[config.mk]
export PLATFORM = sky130hd
export DESIGN_NAME = mem_port_arbiter
export DESIGN_NICKNAME = d
export VERILOG_FILES = /design/src/rtl/mem_port_arbiter.sv
export SDC_FILE = /design/constraint.sdc
export NUM_CORES = 1
export LEC_CHECK = 0
export BUFFER_PORTS_ARGS = -buffer_cell sky130_fd_sc_hd__buf_4
export CAP_MARGIN = 20
export CORE_AREA = 3 3 109 111
export DETAILED_ROUTE_END_ITERATION = 10
export DIE_AREA = 0 0 112 114
export PLACE_DENSITY_LB_ADDON = 0.15
export SKIP_LAST_GASP = 1
export SYNTH_ARGS = -nofsm -noshare
export SYNTH_HDL_FRONTEND = slang
export SYNTH_SLANG_ARGS = --single-unit
[constraint.sdc]
create_clock -name clk -period 4.5 [get_ports clk]
set_clock_uncertainty 0.2 [all_clocks]
set_input_delay 0.225 -clock clk [delete_from_list [all_inputs] [get_ports clk]]
set_output_delay 0.225 -clock clk [all_outputs]
set_load 0.005 [all_outputs]
[src/rtl/mem_port_arbiter.sv]
// mem_port_arbiter: shares one single-ported word memory between the
// instruction-fetch (imem) and data (dmem) request ports.
// - One grant per cycle, decided combinationally in the request cycle.
// - The read or write response comes back one cycle after the accept, and is
//   routed to the port that won.
// - Default build: dmem has fixed priority, and a starvation guard force-grants
//   imem after STARVE_MAX consecutive denials.
// - Optional macro MEM_ARB_RR_EN: ties alternate round-robin instead, and the
//   starvation guard is not built.
// - conflict_count is a saturating count of cycles in which both ports request.
module mem_port_arbiter #(
  parameter int unsigned STARVE_MAX = 4,
  parameter int unsigned CNT_W      = 16
) (
  input  logic             clk,
  input  logic             rst,
  input  logic             imemreq_val,
  output logic             imemreq_rdy,
  input  logic [31:0]      imemreq_addr,
  output logic             imemresp_val,
  output logic [31:0]      imemresp_data,
  input  logic             dmemreq_val,
  output logic             dmemreq_rdy,
  input  logic             dmemreq_type,
  input  logic [31:0]      dmemreq_addr,
  input  logic [31:0]      dmemreq_wdata,
  output logic             dmemresp_val,
  output logic [31:0]      dmemresp_rdata,
  output logic             memreq_val,
  output logic             memreq_type,
  output logic [31:0]      memreq_addr,
  output logic [31:0]      memreq_wdata,
  input  logic [31:0]      memresp_rdata,
  output logic [CNT_W-1:0] conflict_count
);

  // Owner of the response arriving next cycle; a dmem write needs no read data.
  typedef enum logic [1:0] {
    OWN_NONE = 2'd0,
    OWN_I    = 2'd1,
    OWN_DRD  = 2'd2,
    OWN_DWR  = 2'd3
  } owner_e;

  owner_e           owner_q, owner_d;
  logic [CNT_W-1:0] conflict_q, conflict_d;
  logic             grant_i_s, grant_d_s;
  logic             both_s;

  assign both_s = imemreq_val & dmemreq_val;

`ifdef MEM_ARB_RR_EN
  // 1 when the most recent grant went to imem; the reset value means dmem.
  logic last_grant_i_q, last_grant_i_d;
`else
  localparam logic [3:0] STARVE_LIM = 4'(STARVE_MAX);
  logic [3:0] starve_q, starve_d;
`endif

  // Pick the winner of this cycle from the live request valids.
  always_comb begin
    grant_i_s = 1'b0;
    grant_d_s = 1'b0;
    if (both_s) begin
`ifdef MEM_ARB_RR_EN
      if (last_grant_i_q) begin
        grant_d_s = 1'b1;
      end else begin
        grant_i_s = 1'b1;
      end
`else
      if (starve_q == STARVE_LIM) begin
        grant_i_s = 1'b1;
      end else begin
        grant_d_s = 1'b1;
      end
`endif
    end else if (imemreq_val) begin
      grant_i_s = 1'b1;
    end else if (dmemreq_val) begin
      grant_d_s = 1'b1;
    end else begin
      grant_i_s = 1'b0;
      grant_d_s = 1'b0;
    end
  end

  assign imemreq_rdy = grant_i_s;
  assign dmemreq_rdy = grant_d_s;

  // Steer the winner onto the shared memory port; drive zeros when nobody wins.
  always_comb begin
    memreq_val   = 1'b0;
    memreq_type  = 1'b0;
    memreq_addr  = 32'h0000_0000;
    memreq_wdata = 32'h0000_0000;
    if (grant_i_s) begin
      memreq_val   = 1'b1;
      memreq_type  = 1'b0;
      memreq_addr  = imemreq_addr;
      memreq_wdata = 32'h0000_0000;
    end else if (grant_d_s) begin
      memreq_val   = 1'b1;
      memreq_type  = dmemreq_type;
      memreq_addr  = dmemreq_addr;
      memreq_wdata = dmemreq_wdata;
    end else begin
      memreq_val   = 1'b0;
      memreq_type  = 1'b0;
      memreq_addr  = 32'h0000_0000;
      memreq_wdata = 32'h0000_0000;
    end
  end

  // Next-state values for the response owner and the contention counter.
  always_comb begin
    owner_d    = OWN_NONE;
    conflict_d = conflict_q;
    if (grant_i_s) begin
      owner_d = OWN_I;
    end else if (grant_d_s) begin
      owner_d = dmemreq_type ? OWN_DWR : OWN_DRD;
    end else begin
      owner_d = OWN_NONE;
    end
    if (both_s && (conflict_q != {CNT_W{1'b1}})) begin
      conflict_d = conflict_q + CNT_W'(1);
    end else begin
      conflict_d = conflict_q;
    end
  end

  // Owner and contention state; reset drops any in-flight response.
  always_ff @(posedge clk or negedge rst) begin
    if (!rst) begin
      owner_q    <= OWN_NONE;
      conflict_q <= {CNT_W{1'b0}};
    end else begin
      owner_q    <= owner_d;
      conflict_q <= conflict_d;
    end
  end

`ifdef MEM_ARB_RR_EN
  // Remember who was granted last, so that the next tie goes to the other port.
  always_comb begin
    last_grant_i_d = last_grant_i_q;
    if (grant_i_s) begin
      last_grant_i_d = 1'b1;
    end else if (grant_d_s) begin
      last_grant_i_d = 1'b0;
    end else begin
      last_grant_i_d = last_grant_i_q;
    end
  end

  // Round-robin history register; after reset the last grant counts as dmem.
  always_ff @(posedge clk or negedge rst) begin
    if (!rst) begin
      last_grant_i_q <= 1'b0;
    end else begin
      last_grant_i_q <= last_grant_i_d;
    end
  end
`else
  // Count consecutive imem denials, saturating at the force-grant threshold.
  always_comb begin
    starve_d = starve_q;
    if (!imemreq_val || grant_i_s) begin
      starve_d = 4'd0;
    end else if (starve_q < STARVE_LIM) begin
      starve_d = starve_q + 4'd1;
    end else begin
      starve_d = starve_q;
    end
  end

  // Starvation counter register.
  always_ff @(posedge clk or negedge rst) begin
    if (!rst) begin
      starve_q <= 4'd0;
    end else begin
      starve_q <= starve_d;
    end
  end
`endif

  // Route the single-cycle memory response to whichever port owns it.
  always_comb begin
    imemresp_val   = 1'b0;
    imemresp_data  = 32'h0000_0000;
    dmemresp_val   = 1'b0;
    dmemresp_rdata = 32'h0000_0000;
    case (owner_q)
      OWN_I: begin
        imemresp_val  = 1'b1;
        imemresp_data = memresp_rdata;
      end
      OWN_DRD: begin
        dmemresp_val   = 1'b1;
        dmemresp_rdata = memresp_rdata;
      end
      OWN_DWR: begin
        dmemresp_val   = 1'b1;
        dmemresp_rdata = 32'h0000_0000;
      end
      default: begin
        imemresp_val   = 1'b0;
        imemresp_data  = 32'h0000_0000;
        dmemresp_val   = 1'b0;
        dmemresp_rdata = 32'h0000_0000;
      end
    endcase
  end

  assign conflict_count = conflict_q;

endmodule
==> results of run 1 <==
[where the power goes]
group | internal (mW) | switching (mW) | total [mW] | leakage [nW]
sequential | 0.225 | 0.0390 | 0.264 | 0.291
clock | 0.119 | 0.0738 | 0.193 | 0.0357
combinational | 0.245 | 0.133 | 0.378 | 2.09
total | 0.589 | 0.246 | 0.835 | 2.42
[layout make-up]
class / count / area share, %
Clock buffer: 3 / 0.940
Clock inverter: 1 / 0.684
Inverter: 3 / 0.256
Multi-Input combinational cell: 207 / 32.2
Sequential cell: 22 / 12.5
Tap cell: 140 / 3.99
Timing Repair Buffer: 288 / 49.4
[cell usage in the layout (no fill, tap or decap), types with 4 or more instances in the layout]
cell type and count:
buf_4 286, and2_1 67, and3_1 34, a22o_1 32, dfrtp_1 22, xnor2_1 11, nand2_1 10, nand4_1 7
nand3_1 6, nor2_1 5, o21ai_0 4
[path summary, 6_finish.rpt]
| check | end | slack (ps) | cells after the start |
|---|---|---|---|
| max | memreq_addr[5] | 1730 | 8 |
| min | starve_q[3] | 50 | 2 |
| max reg2reg | conflict_count[15] | 2460 | 5 |
| min reg2reg | conflict_count[7] | 340 | 1 |
| max in group asynchronous | owner_q[0] | 3680 | 2 |
| min in group asynchronous | conflict_count[5] | 190 | 2 |
[worst reg2reg max path, cell delays in order, from the launching register on]
cell      delay [ps]
dfrtp_1          440
ha_1             200
nand3_1          160
or4_1            670
nand4b_1         180
xnor2_1          120
[cell families after synthesis]
kind of cell | share of synthesized area, %
mux | 1.58
buf+inv | 4.63
simple gates | 42.8
compound gates | 16.9
xor+xnor | 5.54
fa+ha+maj | 1.83
flops | 26.8
[what timing repair did]
| action | in CTS | in global routing |
|---|---|---|
| setup buffers | 0 | 0 |
| hold buffers | 1 | 0 |
| hold endpoints to repair | 22 | 0 |
| resized for setup | 0 | 0 |
[flip-flops by register name, summed over array words and instances, names as in the netlist]
name	cells
conflict_count	16
starve_q	4
owner_q	2
[metal layers]
layer	vias to the layer above	global-route usage, %	wire length, µm
li1	1434	-	-
met3	6	4.14	1120
met4	0	2.96	82
met1	1310	15.2	3440
met2	182	28.9	5640
met5	-	0	0
[through the flow]
| stage | worst slack (ps) | total power, mW | area [µm²] | hold WS [ps] |
|---|---|---|---|---|
| after global placement | 1800 | 0.649 | 4300 | -64.0 |
| after detailed placement | 1740 | 0.652 | 4300 | -58.2 |
| after CTS | 1420 | 0.847 | 4380 | 53.6 |
| final | 1730 | 0.835 | 4390 | 53.4 |
| after floorplan | 2460 | 0.386 | 2050 | -271 |
| after global routing | 1550 | 0.890 | 4390 | 80.2 |
==> metrics.md, run 1 <==
| Metric | Value |
|---|---|
| Synth top area share | `26.8%` |
| GP Congestion | `0.840` |
| Final Util | `40.3%` |
| CP peak stage delay | `490 ps` |
| Maximum vdd drop | `0.000113 V` |
| Initial core utilization | `18.9%` |
| Hold_sp | `imemreq_val` |
| Synth top area cells | `dfrtp_1 (27%), and2_1 (20%), a22o_1 (14%)` |
| Area taken by multi-input logic gates | `1410 µm²` |
| Minimum clock period after layout | `2770 ps` |
| Longest Clk Path Bufs | `2` |
| Setup TNS Final | `0 ps` |
| Die area | `12,800 µm²` |
| Actual slew at the worst max-slew pin | `726 ps` |
| Initial antenna violation count | `0` |
| Core Rows | `38` |
| Detailed Route Iter0 Violations | `142` |
| Via/cell ratio | `4.42` |
| RR Startpoint | `conflict_count[0]` |
| PwrDens | `190 nW/µm²` |
| Max-slew headroom | `51.2%` |
| WS Path Type | `reg2out` |
| Final HPWL from detailed placement | `8.69 mm` |
| First-pass GRT wire length | `15.3 mm` |
| Most numerous cell in the Yosys netlist | `and2_1` |
| Count of final max-slew check failures | `0` |
| Yosys top cell by area | `dfrtp_1` |
| Number of fill cells | `1,131` |
| Avg WL per Cell | `15.5 µm` |
| CP Launch Type | `flip-flop` |
| CTS Root Cell | `clkbuf_8` |
| Clk slew on worst S/H paths | `90 ps` |
| Critical path, cell by cell | `inv_1 -> ha_1 -> nand4b_1 -> buf_4 -> and2_1 -> buf_8 -> a22o_1 -> buf_4` |
| Setup crit start | `starve_q[0]` |
| Syn Area/Cell | `8.09 µm²` |
| Tot GR Track Use | `14.6%` |
| CP required | `4070 ps` |
| 1st-pass router iterations | `4` |
| # setup viols final | `0` |
| Slowest-stage cell, CP | `and2_1` |
| PortBufs | `282` |
| Cells after Synth | `254` |
| Core area | `10,900 µm²` |
| Post-route insts no fill | `664` |
| Vias in the first global route | `2,937` |
| Leak | `2.42 nW` |
| Syn_nets | `390` |
| RSZ-0062 raised after global routing | `no` |
| F_max | `0.361 GHz` |
| Cell area after technology mapping | `2050 µm²` |
| Crit path buf inv count | `4` |
| Crit path max-delay family | `buffers and inverters` |
| Final WL | `10.3 mm` |
| Vias | `2,932` |
| Ys async rst share | `100%` |
| CTS Buf Count | `3` |
| Layout area overhead | `114%` |
| Largest net degree at the start of global routing | `41` |
| Worst Path Arrival | `2350 ps` |
| Die Ht | `114 µm` |
| Seq/Total Area, Yosys | `26.8%` |
| CP Capture Type | `output port` |
| Most frequent cells after synthesis | `and2_1 (67), and3_1 (34), a22o_1 (32), dfrtp_1 (22), clkbuf_1 (21)` |
| Syn. warnings | `0` |
| Fin. Hold Viols | `0` |
| Fin crit share | `61.6%` |
| Ratio of cells with drive above 1 in the final layout | `56.7%` |
| Placed cell count | `658` |
| CTS tree | `done` |
| DRC viols | `0` |
| H-tree Lvls | `1` |
| Status | `finished clean` |
| Final #Nets | `661` |
| Clk_lat worst skew | `270 ps` |
| Max_cap viols | `0` |
| Clock Sinks | `22` |
| Post-synth cell types | `30` |
| Total gr overflow | `0` |
| I/O pins | `283` |
| N_diodes | `0` |
| Crit-path most repeated cell | `buf_4` |
| Hold/Removal Path Class | `in2reg` |
| #FFs+latches synth | `22` |
| Detail Route Antenna Nets | `0` |
| Prevailing post-synth register cell | `dfrtp_1` |
| Chip Width | `112 µm` |
| Crit-path max FO | `35` |
| Number of synthesized flops with an enable pin | `0` |
| Storage element area | `551 µm²` |
No activity file was read; power rests on OpenSTA's default activity.
==> inputs of run 2 (changes only) <==
--- a/config.mk
+++ b/config.mk
@@ -7,9 +7,9 @@
 export LEC_CHECK = 0
 export BUFFER_PORTS_ARGS = -buffer_cell sky130_fd_sc_hd__buf_4
 export CAP_MARGIN = 20
-export CORE_AREA = 3 3 109 111
+export CORE_AREA = 3 3 110 112
 export DETAILED_ROUTE_END_ITERATION = 10
-export DIE_AREA = 0 0 112 114
+export DIE_AREA = 0 0 113 115
 export PLACE_DENSITY_LB_ADDON = 0.15
 export SKIP_LAST_GASP = 1
 export SYNTH_ARGS = -nofsm -noshare
==> constraint.sdc (replaced) <==
create_clock -name clk -period 2.2 [get_ports clk]
set_clock_uncertainty 0.2 [all_clocks]
set_input_delay 0.11 -clock clk [delete_from_list [all_inputs] [get_ports clk]]
set_output_delay 0.11 -clock clk [all_outputs]
set_load 0.005 [all_outputs]
==> metrics.md, run 2 (synthesis results as in run 1) <==
| Metric | Value |
|---|---|
| N_diodes | `0` |
| Hold/Removal Path Class | `in2reg` |
| Buffer count from post-CTS setup fixing | `0` |
| GP Congestion | `0.783` |
| Die Ht | `115 µm` |
| Clk slew on worst S/H paths | `60 ps` |
| Layout area overhead | `118%` |
| F_max | `0.485 GHz` |
| Worst Path Arrival | `1750 ps` |
| Setup TNS Final | `0 ps` |
| Clock Sinks | `22` |
| CP required | `1890 ps` |
| Sink of the worst hold path | `owner_q[0]` |
| Max-slew headroom | `69.5%` |
| Most frequent cells in the layout | `buf_4 (287), and2_1 (66), and3_1 (34), a22o_1 (32), dfrtp_1 (22)` |
| Min-Delay Path Depth | `3` |
| Crit path max-delay family | `buffers and inverters` |
| First-pass GRT wire length | `14.2 mm` |
| Detail Route Antenna Nets | `0` |
| Max FFs per register | `16` |
| Core Rows | `39` |
| Detailed Route Iter0 Violations | `85` |
| RR Endpoint | `conflict_count[7]` |
| Slowest-stage cell, CP | `dfrtp_1` |
| Fin crit share | `93.8%` |
| Final #Nets | `664` |
| # setup viols final | `0` |
| Storage element area | `551 µm²` |
| CTS tree | `done` |
| Final WL | `10.1 mm` |
| Number of fill cells | `1,128` |
| Actual slew at the worst max-slew pin | `457 ps` |
| Tot GR Track Use | `13.5%` |
| RSZ-0062 raised after global routing | `no` |
| Hold_sp | `dmemreq_type` |
| Via/cell ratio | `4.35` |
| Worst reg-to-reg setup slack | `210 ps` |
| PwrDens | `410 nW/µm²` |
| Maximum vdd drop | `0.000206 V` |
| Area taken by multi-input logic gates | `1430 µm²` |
| Die area | `13,000 µm²` |
| CP Capture Type | `output port` |
| Avg WL per Cell | `15.0 µm` |
| Core area | `11,300 µm²` |
| Clk_lat worst skew | `250 ps` |
| CTS Root Cell | `clkbuf_16` |
| WS Path Type | `reg2out` |
| Met3 WL | `1.13 mm` |
| DRC viols | `0` |
| Critical path, cell by cell | `inv_1 -> ha_4 -> nand4b_1 -> and2_4 -> buf_12 -> a22o_1 -> buf_4` |
| H-tree Lvls | `1` |
| Max_cap viols | `0` |
| Status | `finished clean` |
| Initial antenna violation count | `0` |
| PortBufs | `282` |
| Post-route insts no fill | `670` |
| Final HPWL from detailed placement | `8.58 mm` |
| CP peak stage delay | `400 ps` |
| Chip Width | `113 µm` |
| Count of final max-slew check failures | `0` |
| RR Startpoint | `conflict_count[0]` |
| Placed cell count | `664` |
| DR WL met2 | `5.66 mm` |
| Initial core utilization | `18.1%` |
| CTS Buf Count | `3` |
| Top sig layer | `met4` |
| Worst R2R Path Depth | `5` |
| Total gr overflow | `0` |
| Vias | `2,912` |
| Fin. Hold Viols | `0` |
| Largest net degree at the start of global routing | `40` |
| Longest Clk Path Bufs | `2` |
| CP Launch Type | `flip-flop` |
| Minimum clock period after layout | `2060 ps` |
| 1st-pass router iterations | `4` |
| Leak | `2.46 nW` |
| Crit-path max FO | `33` |
| I/O pins | `283` |
| Vias in the first global route | `2,743` |
| Most common cell after layout, fill and taps aside | `buf_4` |
| Crit path buf inv count | `3` |
| DRT met1 WL | `3.25 mm` |
| Ratio of cells with drive above 1 in the final layout | `57.1%` |
run 2: changes by cell type in the layout (fill, tap and decap cells not counted), sizes merged:
cell,before,now
dlygate4sd3,1,2
buf,287,289
run 2: cell type report:
| class | count | share of cell area (%) |
|---|---|---|
| clock inverter | 1 | 0.669 |
| inverter | 3 | 0.251 |
| clock buffer | 3 | 1.67 |
| tap | 143 | 3.99 |
| timing repair buffer | 291 | 49.3 |
| sequential | 22 | 12.3 |
| multi-input combinational | 207 | 31.8 |
run 2: metal layers:
layer / up-vias / GRT usage [%]
met1: 1289 / 13.9
met3: 2 / 3.74
met4: 0 / 1.92
li1: 1443 / -
met2: 178 / 27.3
met5: - / 0
run 2: repair_timing:
action / in CTS / in global routing
setup endpoints to repair: 0 / 32
gates resized for setup: 0 / 3
endpoints found under the hold margin: 23 / 0
hold buffers: 2 / 0
run 2: worst max path at each step:
stage	depth (start not counted)	to	slack (ps)	start
finish	7	memreq_addr[2]	140	starve_q[0]
global placement	5	conflict_count[7]	240	conflict_count[0]
global route	7	memreq_addr[2]	30	starve_q[0]
CTS	7	memreq_addr[2]	60	starve_q[0]
floorplan	7	memreq_addr[22]	280	starve_q[0]
detailed placement	5	conflict_count[7]	210	conflict_count[0]
run 2: worst min-delay path, delay by kind of cell:
kind	cells	cell delay [ps]
simple gates	2	250
buf+inv	1	70
run 2: through the flow:
stage	power [mW]	area (µm²)	setup slack [ps]	utilization, %	hold slack [ps]
after CTS	1.88	4470	58.6	39.5	12.9
after detailed placement	1.35	4350	212	38.4	-174
after global placement	1.34	4350	241	38.4	-177
after floorplan	0.790	2050	279	-	-386
after global routing	1.97	4490	29.3	39.6	31.8
final	1.84	4490	137	39.6	10.2
run 2: where the power goes:
part	switching [mW]	total [mW]	internal [mW]
Clock	0.152	0.513	0.361
Sequential	0.0744	0.536	0.461
Combinational	0.280	0.793	0.512
